$ cat src/rtl/set_scan.sv
// Grid scanner: counts points of a GRIDxGRID lattice lying inside circles A and B
// (and C when built with SET_SCAN_TRIPLE_EN), one point per clock cycle.
module set_scan #(
    parameter int GRID  = 8,
    parameter int CW    = 4,
    parameter int CNT_W = 8
) (
    input  logic                clk,
    input  logic                rst,
    input  logic                en,
    input  logic [6*CW-1:0]     central,
    input  logic [3*CW-1:0]     radius,
    input  logic [1:0]          mode,
    output logic                busy,
    output logic                valid,
    output logic [CNT_W-1:0]    candidate
);

    localparam logic [1:0] IDLE = 2'd0;
    localparam logic [1:0] SCAN = 2'd1;
    localparam logic [1:0] DONE = 2'd2;

`ifdef SET_SCAN_TRIPLE_EN
    localparam int NC = 3;
`else
    localparam int NC = 2;
`endif

    localparam logic [CW-1:0] LAST = CW'(GRID);
    localparam int DW = 2*CW + 3;

    logic [1:0]            state_reg;
    logic [2*CW*NC-1:0]    central_reg;
    logic [CW*NC-1:0]      radius_reg;
    logic [1:0]            mode_reg;
    logic [CW-1:0]         px_reg, py_reg;
    logic [CNT_W-1:0]      na_reg, nab_reg, nx_reg;
    logic [CNT_W-1:0]      na_next, nab_next, nx_next;
    logic [CNT_W-1:0]      candidate_reg, result_next;
    logic                  valid_reg;
    logic [NC-1:0]         member;

    // Circle gi = 0 is A (most significant field), 1 is B, 2 is C.
    genvar gi;
    generate
        for (gi = 0; gi < NC; gi++) begin : g_circle
            logic [CW-1:0]        kx, ky, kr;
            logic signed [CW:0]   ddx, ddy;
            logic signed [DW-1:0] sx, sy;
            logic [DW-1:0]        d2, r2;

            assign kx  = central_reg[2*CW*(NC-gi)-1 -: CW];
            assign ky  = central_reg[2*CW*(NC-gi)-CW-1 -: CW];
            assign kr  = radius_reg[CW*(NC-gi)-1 -: CW];
            assign ddx = $signed({1'b0, px_reg}) - $signed({1'b0, kx});
            assign ddy = $signed({1'b0, py_reg}) - $signed({1'b0, ky});
            assign sx  = DW'(ddx);
            assign sy  = DW'(ddy);
            assign d2  = $unsigned(sx * sx) + $unsigned(sy * sy);
            assign r2  = DW'(kr) * DW'(kr);
            assign member[gi] = (d2 <= r2);
        end
    endgenerate

    assign na_next  = na_reg  + CNT_W'(member[0]);
    assign nab_next = nab_reg + CNT_W'(member[0] & member[1]);
    assign nx_next  = nx_reg  + CNT_W'(member[0] ^ member[1]);

`ifdef SET_SCAN_TRIPLE_EN
    logic [CNT_W-1:0] n2_reg, n2_next;
    logic             two_hit;

    assign two_hit = (member[0] & member[1] & ~member[2]) |
                     (member[0] & ~member[1] & member[2]) |
                     (~member[0] & member[1] & member[2]);
    assign n2_next = n2_reg + CNT_W'(two_hit);

    always_ff @(posedge clk) begin
        if (rst || (state_reg != SCAN && en))
            n2_reg <= '0;
        else if (state_reg == SCAN)
            n2_reg <= n2_next;
    end
`else
    logic [CNT_W-1:0] n2_next;
    logic             unused_c;

    assign n2_next  = '0;
    assign unused_c = ^{central[2*CW-1:0], radius[CW-1:0]};
`endif

    // The result is taken from the next-values so the final point is included.
    always_comb begin
        result_next = na_next;
        case (mode_reg)
            2'b00:   result_next = na_next;
            2'b01:   result_next = nab_next;
            2'b10:   result_next = nx_next;
            default: result_next = n2_next;
        endcase
    end

    always_ff @(posedge clk) begin
        if (rst) begin
            state_reg     <= IDLE;
            central_reg   <= '0;
            radius_reg    <= '0;
            mode_reg      <= 2'b00;
            px_reg        <= '0;
            py_reg        <= '0;
            na_reg        <= '0;
            nab_reg       <= '0;
            nx_reg        <= '0;
            candidate_reg <= '0;
            valid_reg     <= 1'b0;
        end else begin
            valid_reg <= 1'b0;
            case (state_reg)
                IDLE, DONE: begin
                    if (en) begin
                        central_reg <= central[6*CW-1 -: 2*CW*NC];
                        radius_reg  <= radius[3*CW-1 -: CW*NC];
                        mode_reg    <= mode;
                        px_reg      <= CW'(1);
                        py_reg      <= CW'(1);
                        na_reg      <= '0;
                        nab_reg     <= '0;
                        nx_reg      <= '0;
                        state_reg   <= SCAN;
                    end else begin
                        state_reg   <= IDLE;
                    end
                end
                SCAN: begin
                    na_reg  <= na_next;
                    nab_reg <= nab_next;
                    nx_reg  <= nx_next;
                    if (py_reg == LAST) begin
                        py_reg <= CW'(1);
                        px_reg <= px_reg + CW'(1);
                    end else begin
                        py_reg <= py_reg + CW'(1);
                    end
                    if (px_reg == LAST && py_reg == LAST) begin
                        state_reg     <= DONE;
                        valid_reg     <= 1'b1;
                        candidate_reg <= result_next;
                    end
                end
                default: state_reg <= IDLE;
            endcase
        end
    end

    assign busy      = (state_reg == SCAN);
    assign valid     = valid_reg;
    assign candidate = candidate_reg;

endmodule

$ cat config.mk
export PLATFORM = sky130hd
export DESIGN_NAME = set_scan
export DESIGN_NICKNAME = d
export VERILOG_FILES = /design/src/rtl/set_scan.sv
export SDC_FILE = /design/constraint.sdc
export NUM_CORES = 1
export LEC_CHECK = 0
export CAP_MARGIN = 25
export CORE_MARGIN = 2
export CORE_UTILIZATION = 40
export CTS_CLUSTER_SIZE = 20
export DETAILED_ROUTE_END_ITERATION = 10
export DONT_BUFFER_PORTS = 1
export PLACE_DENSITY = 0.5
export RECOVER_POWER = 100
export SYNTH_ARGS = -nofsm -noshare
export SYNTH_HDL_FRONTEND = slang
export SYNTH_SLANG_ARGS = --single-unit
$ cat constraint.sdc
create_clock -name clk -period 9.5 [get_ports clk]
set_input_delay 1.9 -clock clk [delete_from_list [all_inputs] [get_ports clk]]
set_output_delay 1.9 -clock clk [all_outputs]
set_load 0.01 [all_outputs]
==> out/qor.csv, run 1 <==
metric,value,unit
status,"complete, no violations",
hold_buffers,0,
clock-sinks,69,
worst-path-max-fanout,7,
drv_slew,0,
cts_buffer_depth,2,
num_vias,5711,
hold_viol_final,0,
syn_to_final_growth,6.99,%
grt_first_pass_wirelength,27400,microns
fmax,115,MHz
synth_top_family_by_area,adder cells,
finalNonFillerCells,1185,
maxCapViolCount,0,
io_pins,51,
ctsResizeCount,0,
post_cts_buffers,0,
synth-xor-area-share,0.0693,
synth-adder-area-share,0.383,
syn_area,7870,sq um
antennaDiodeCount,0,
p_leak,3.94,nW
die_h,144,microns
critPathMaxStageDelay,540,ps
critPathKind,flop to flop,
fin_ws,838,ps
die_area,20800,sq um
worst_slew_pin_slew,1440,ps
dr.pass1.iters,4,
ir_drop,237,uV
placedCellCount,1170,
rsz0062_at_grt,no,
async_flop_share,0,
fin_crit,8660,ps
netlist_top_cells_area,"fa_1 (22%), dfxtp_1 (18%), ha_1 (17%)",
wire_per_inst,13.6,microns
yosysTopAreaCell,fa_1,
largest_register_ffs,16,
synth_compound_area_frac,0.126,
drive_gt1_frac,0.0326,
pwr_density_cell,345,nW/um^2
hold_class,flop to flop,
layout.nets,1147,
synth_edf_count,0,
layout_commonest_cell,inv_1,
synth.yosys.seq_area_share,0.175,
ys_ff_latch,69,
wl,16100,microns
synth_cells,926,
arrival,8910,ps
synth-simple-area-share,0.161,
end_kind,flop,
yosysTopAreaCellShare,0.216,
viasPerCell,4.82,
place_area,8140,sq um
syn_avg_cell_area,8.50,sq um
grtUsageTotal,0.166,
synth_nets,1157,
cts_tree,yes,
fp.dieW,144,microns
grt_start_max_net_pins,70,
cpMostUsedCell,fa_1,
htreeDepth,3,
setup_tns,0,ps
layout_common_cells,"inv_1 (138), ha_1 (105), nand2_1 (101)",
maxSlewHeadroom,0.0433,
drt_iter0_markers,193,
yosysWarningCount,0,
root_buffer,clkbuf_16,
grt_overflow,0,
yosys-mux-area-fraction,0.00127,
cts-buffers-inserted,9,
core,19400,sq um
gp_congestion,0.779,
startpoint_type,flop,
yosysUniqueCellTypes,48,
insertion_delay,330,ps
final_cell_area,8420,sq um
timing.hold.ws,448,ps
path_clk_slew,60,ps
ys.flop_type,dfxtp_1,
antenna_found_initial,0,
cpMaxStageDelayCell,fa_1,
hpwl,12900,microns
min_period_over_period,0.912,
finalSetupViolCount,0,
remaining_drc_errors,0,
grt_pass1_vias,5614,
finClkSkew,10.6,ps
pre_cts_ws,799,ps
start_util,0.406,
drtAntennaViolNets,0,
placementRows,51,
required,9740,ps
portBuffers,0,
-- worst max-delay path: cells and delay by family (launching register included) --
kind / cells / cell delay (ps)
fa+ha+maj: 11 / 4110
flops: 1 / 350
xor+xnor: 1 / 190
compound gates: 10 / 2650
buf+inv: 4 / 320
simple gates: 6 / 920
-- power by group --
part           leakage (nW)  internal [W]  switching, W  total [W]
clock                 0.145      0.000210      0.000128   0.000338
sequential            0.561      0.000301     0.0000105   0.000311
combinational          3.24      0.000995       0.00126    0.00226
-- area by class of cell --
type | instances | area (sq um)
clock buffer | 10 | 239
fill | 2060 | 11000
sequential | 69 | 1380
clock inverter | 5 | 60.1
tap | 265 | 332
timing repair buffer | 5 | 22.5
multi-input combinational | 683 | 5830
inverter | 148 | 556
-- Yosys cell counts (12+ instances only) --
library cell  count
inv_2            13
inv_1           135
nand2_1         101
dfxtp_1          69
a211oi_1         13
fa_1             85
ha_1            105
and2_1           23
a21o_1           18
xnor2_1          33
nor2_1           74
nor3_1           15
a21oi_1          66
xor2_1           24
clkbuf_1         22
nor2b_1          12
a22oi_1          15
nand3_1          16
-- through the flow --
stage / power [W] / util
3_3_place_gp: 0.00262 / 0.420
5_1_grt: 0.00333 / 0.434
4_1_cts: 0.00299 / 0.435
6_report: 0.00291 / 0.434
2_1_floorplan: 0.00214 / -
3_5_place_dp: 0.00263 / 0.420
-- worst paths after layout --
path,endpoint,from,slack (ps),cells past startpoint
min,central_reg[15],central_reg[15],450,2
max reg2reg,candidate[7],px_reg[0],840,32
min reg2reg,central_reg[15],central_reg[15],450,2
max,candidate[7],px_reg[0],840,32
-- metal layers --
| metal | wire length (microns) | vias to the layer above | GRT usage |
|---|---|---|---|
| met5 | 0 | - | 0 |
| met4 | 115 | 0 | 0.0342 |
| met3 | 394 | 10 | 0.0255 |
| met2 | 7580 | 45 | 0.273 |
| met1 | 7980 | 2652 | 0.231 |
| li1 | - | 3004 | - |
-- cell families (layout without fill, tap and decap cells) --
kind of cell               count (synthesis)  in the layout
and+or+nand+nor                          277            277
adders and majority gates                190            190
buffers and inverters                    174            168
AOI/OAI and AO/OA                        156            156
DFF                                       69             69
xor gates and xnor gates                  59             59
muxes                                      1              1
Power figures use the tool's default switching activity.
==> run 2, diff against run 1 <==
--- a/config.mk
+++ b/config.mk
@@ -5,7 +5,6 @@
 export SDC_FILE = /design/constraint.sdc
 export NUM_CORES = 1
 export LEC_CHECK = 0
-export CAP_MARGIN = 25
 export CORE_MARGIN = 2
 export CORE_UTILIZATION = 40
 export CTS_CLUSTER_SIZE = 20
==> results of run 2 <==
Same layout as run 1: the final DEF is identical, and so are final timing and power.
==> run 3, diff against run 2 <==
--- a/config.mk
+++ b/config.mk
@@ -5,6 +5,7 @@
 export SDC_FILE = /design/constraint.sdc
 export NUM_CORES = 1
 export LEC_CHECK = 0
+export CORE_ASPECT_RATIO = 0.5
 export CORE_MARGIN = 2
 export CORE_UTILIZATION = 40
 export CTS_CLUSTER_SIZE = 20
==> out/qor.csv, run 3 (same netlist as run 1, synthesis figures left out) <==
metric,value,unit
min_period_over_period,0.926,
die_area,20900,sq um
htreeDepth,3,
insertion_delay,330,ps
drive_gt1_frac,0.0348,
p_leak,3.95,nW
viasPerCell,4.89,
hold_class,flop to flop,
end_kind,flop,
worstHoldEndpoint,central_reg[5],
maxSlewHeadroom,0.128,
worst_slew_pin_slew,1310,ps
setup_tns,0,ps
min_path_cells,2,
finClkSkew,8.07,ps
largest_register_ffs,16,
grt_pass1_vias,5748,
worstReg2RegEnd,candidate[7],
ctsResizeCount,0,
post_cts_buffers,0,
num_vias,5802,
cpMostUsedCell,fa_1,
dr.pass1.iters,4,
gp_congestion,0.782,
cts_buffer_depth,2,
arrival,9040,ps
maxCapViolCount,0,
startpoint_type,flop,
hold_buffers,0,
wl,16200,microns
grtUsageTotal,0.163,
antennaDiodeCount,0,
grt_first_pass_wirelength,27600,microns
pre_cts_ws,722,ps
layout_common_cells,"inv_1 (137), ha_1 (105), nand2_1 (101)",
fp.dieW,202,microns
io_pins,51,
fmax,114,MHz
critPathKind,flop to flop,
ir_drop,170,uV
status,"complete, no violations",
r2r_setup_slack,710,ps
worst-path-max-fanout,7,
layout.nets,1147,
cpMaxStageDelayCell,a2111oi_1,
ff2ff_path_depth,31,
fin_crit,8790,ps
drv_slew,0,
start_util,0.406,
cts_tree,yes,
critPathMaxStageDelay,660,ps
timing.hold.ws,450,ps
clock-sinks,69,
root_buffer,clkbuf_16,
drt_iter0_markers,214,
cts-buffers-inserted,9,
portBuffers,0,
rsz0062_at_grt,no,
core,19400,sq um
grt_overflow,0,
wire_per_inst,13.7,microns
finalSetupViolCount,0,
die_h,103,microns
placementRows,36,
pwr_density_cell,345,nW/um^2
hpwl,13200,microns
remaining_drc_errors,0,
syn_to_final_growth,7.07,%
layout_commonest_cell,inv_1,
drtAntennaViolNets,0,
required,9740,ps
antenna_found_initial,0,
r2r_start,px_reg[0],
hold_viol_final,0,
path_clk_slew,60,ps
grt_start_max_net_pins,70,
hold_start,central_reg[5],
fin_ws,706,ps
-- run 3: worst max-delay path by stage --
stage,startpoint,end,cells after the start
final,px_reg[0],candidate[7],31
after global routing,px_reg[0],candidate[7],31
after CTS,px_reg[0],candidate[7],31
after detailed placement,px_reg[0],candidate[7],31
after global placement,px_reg[0],candidate[7],31
after floorplan,py_reg[0],candidate[7],34
-- run 3: final cells by class --
type,instances,area (sq um)
clock buffer,10,239
clock inverter,5,60.1
fill,1972,10900
inverter,148,556
multi-input combinational,683,5830
sequential,69,1380
tap,266,333
timing repair buffer,5,26.3
-- run 3: critical path, delay by kind of cell (launching register included) --
family                   cells  cell delay (ps)
adder cells (fa/ha/maj)     11             4320
AO/OA/AOI/OAI                8             2400
AND/OR/NAND/NOR              6             1010
flip-flops                   1              340
buffers and inverters        4              320
XOR/XNOR                     2              310
-- run 3: where the power goes --
part / internal [W] / switching (W) / total [W]
sequential: 0.000301 / 0.0000109 / 0.000312
clock: 0.000210 / 0.000127 / 0.000337
combinational: 0.00100 / 0.00126 / 0.00226
-- run 3: routing by layer --
layer / wire (microns) / vias up / part of all wire / track usage
met3: 194 / 8 / 0.012 / 0.0116
met2: 7380 / 35 / 0.46 / 0.288
met4: 96 / 0 / 0.0059 / 0.0303
met1: 8520 / 2764 / 0.53 / 0.224
met5: 0 / - / 0 / 0
li1: - / 2995 / - / -
-- run 3: stage by stage --
stage / instance area, sq um / instances / util / total power [W]
after floorplan: 7870 / 926 / - / 0.00214
after global routing: 8430 / 1186 / 0.435 / 0.00334
after CTS: 8440 / 1186 / 0.436 / 0.00298
after global placement: 8140 / 1171 / 0.420 / 0.00258
after detailed placement: 8140 / 1171 / 0.420 / 0.00263
final: 8430 / 1186 / 0.435 / 0.00291
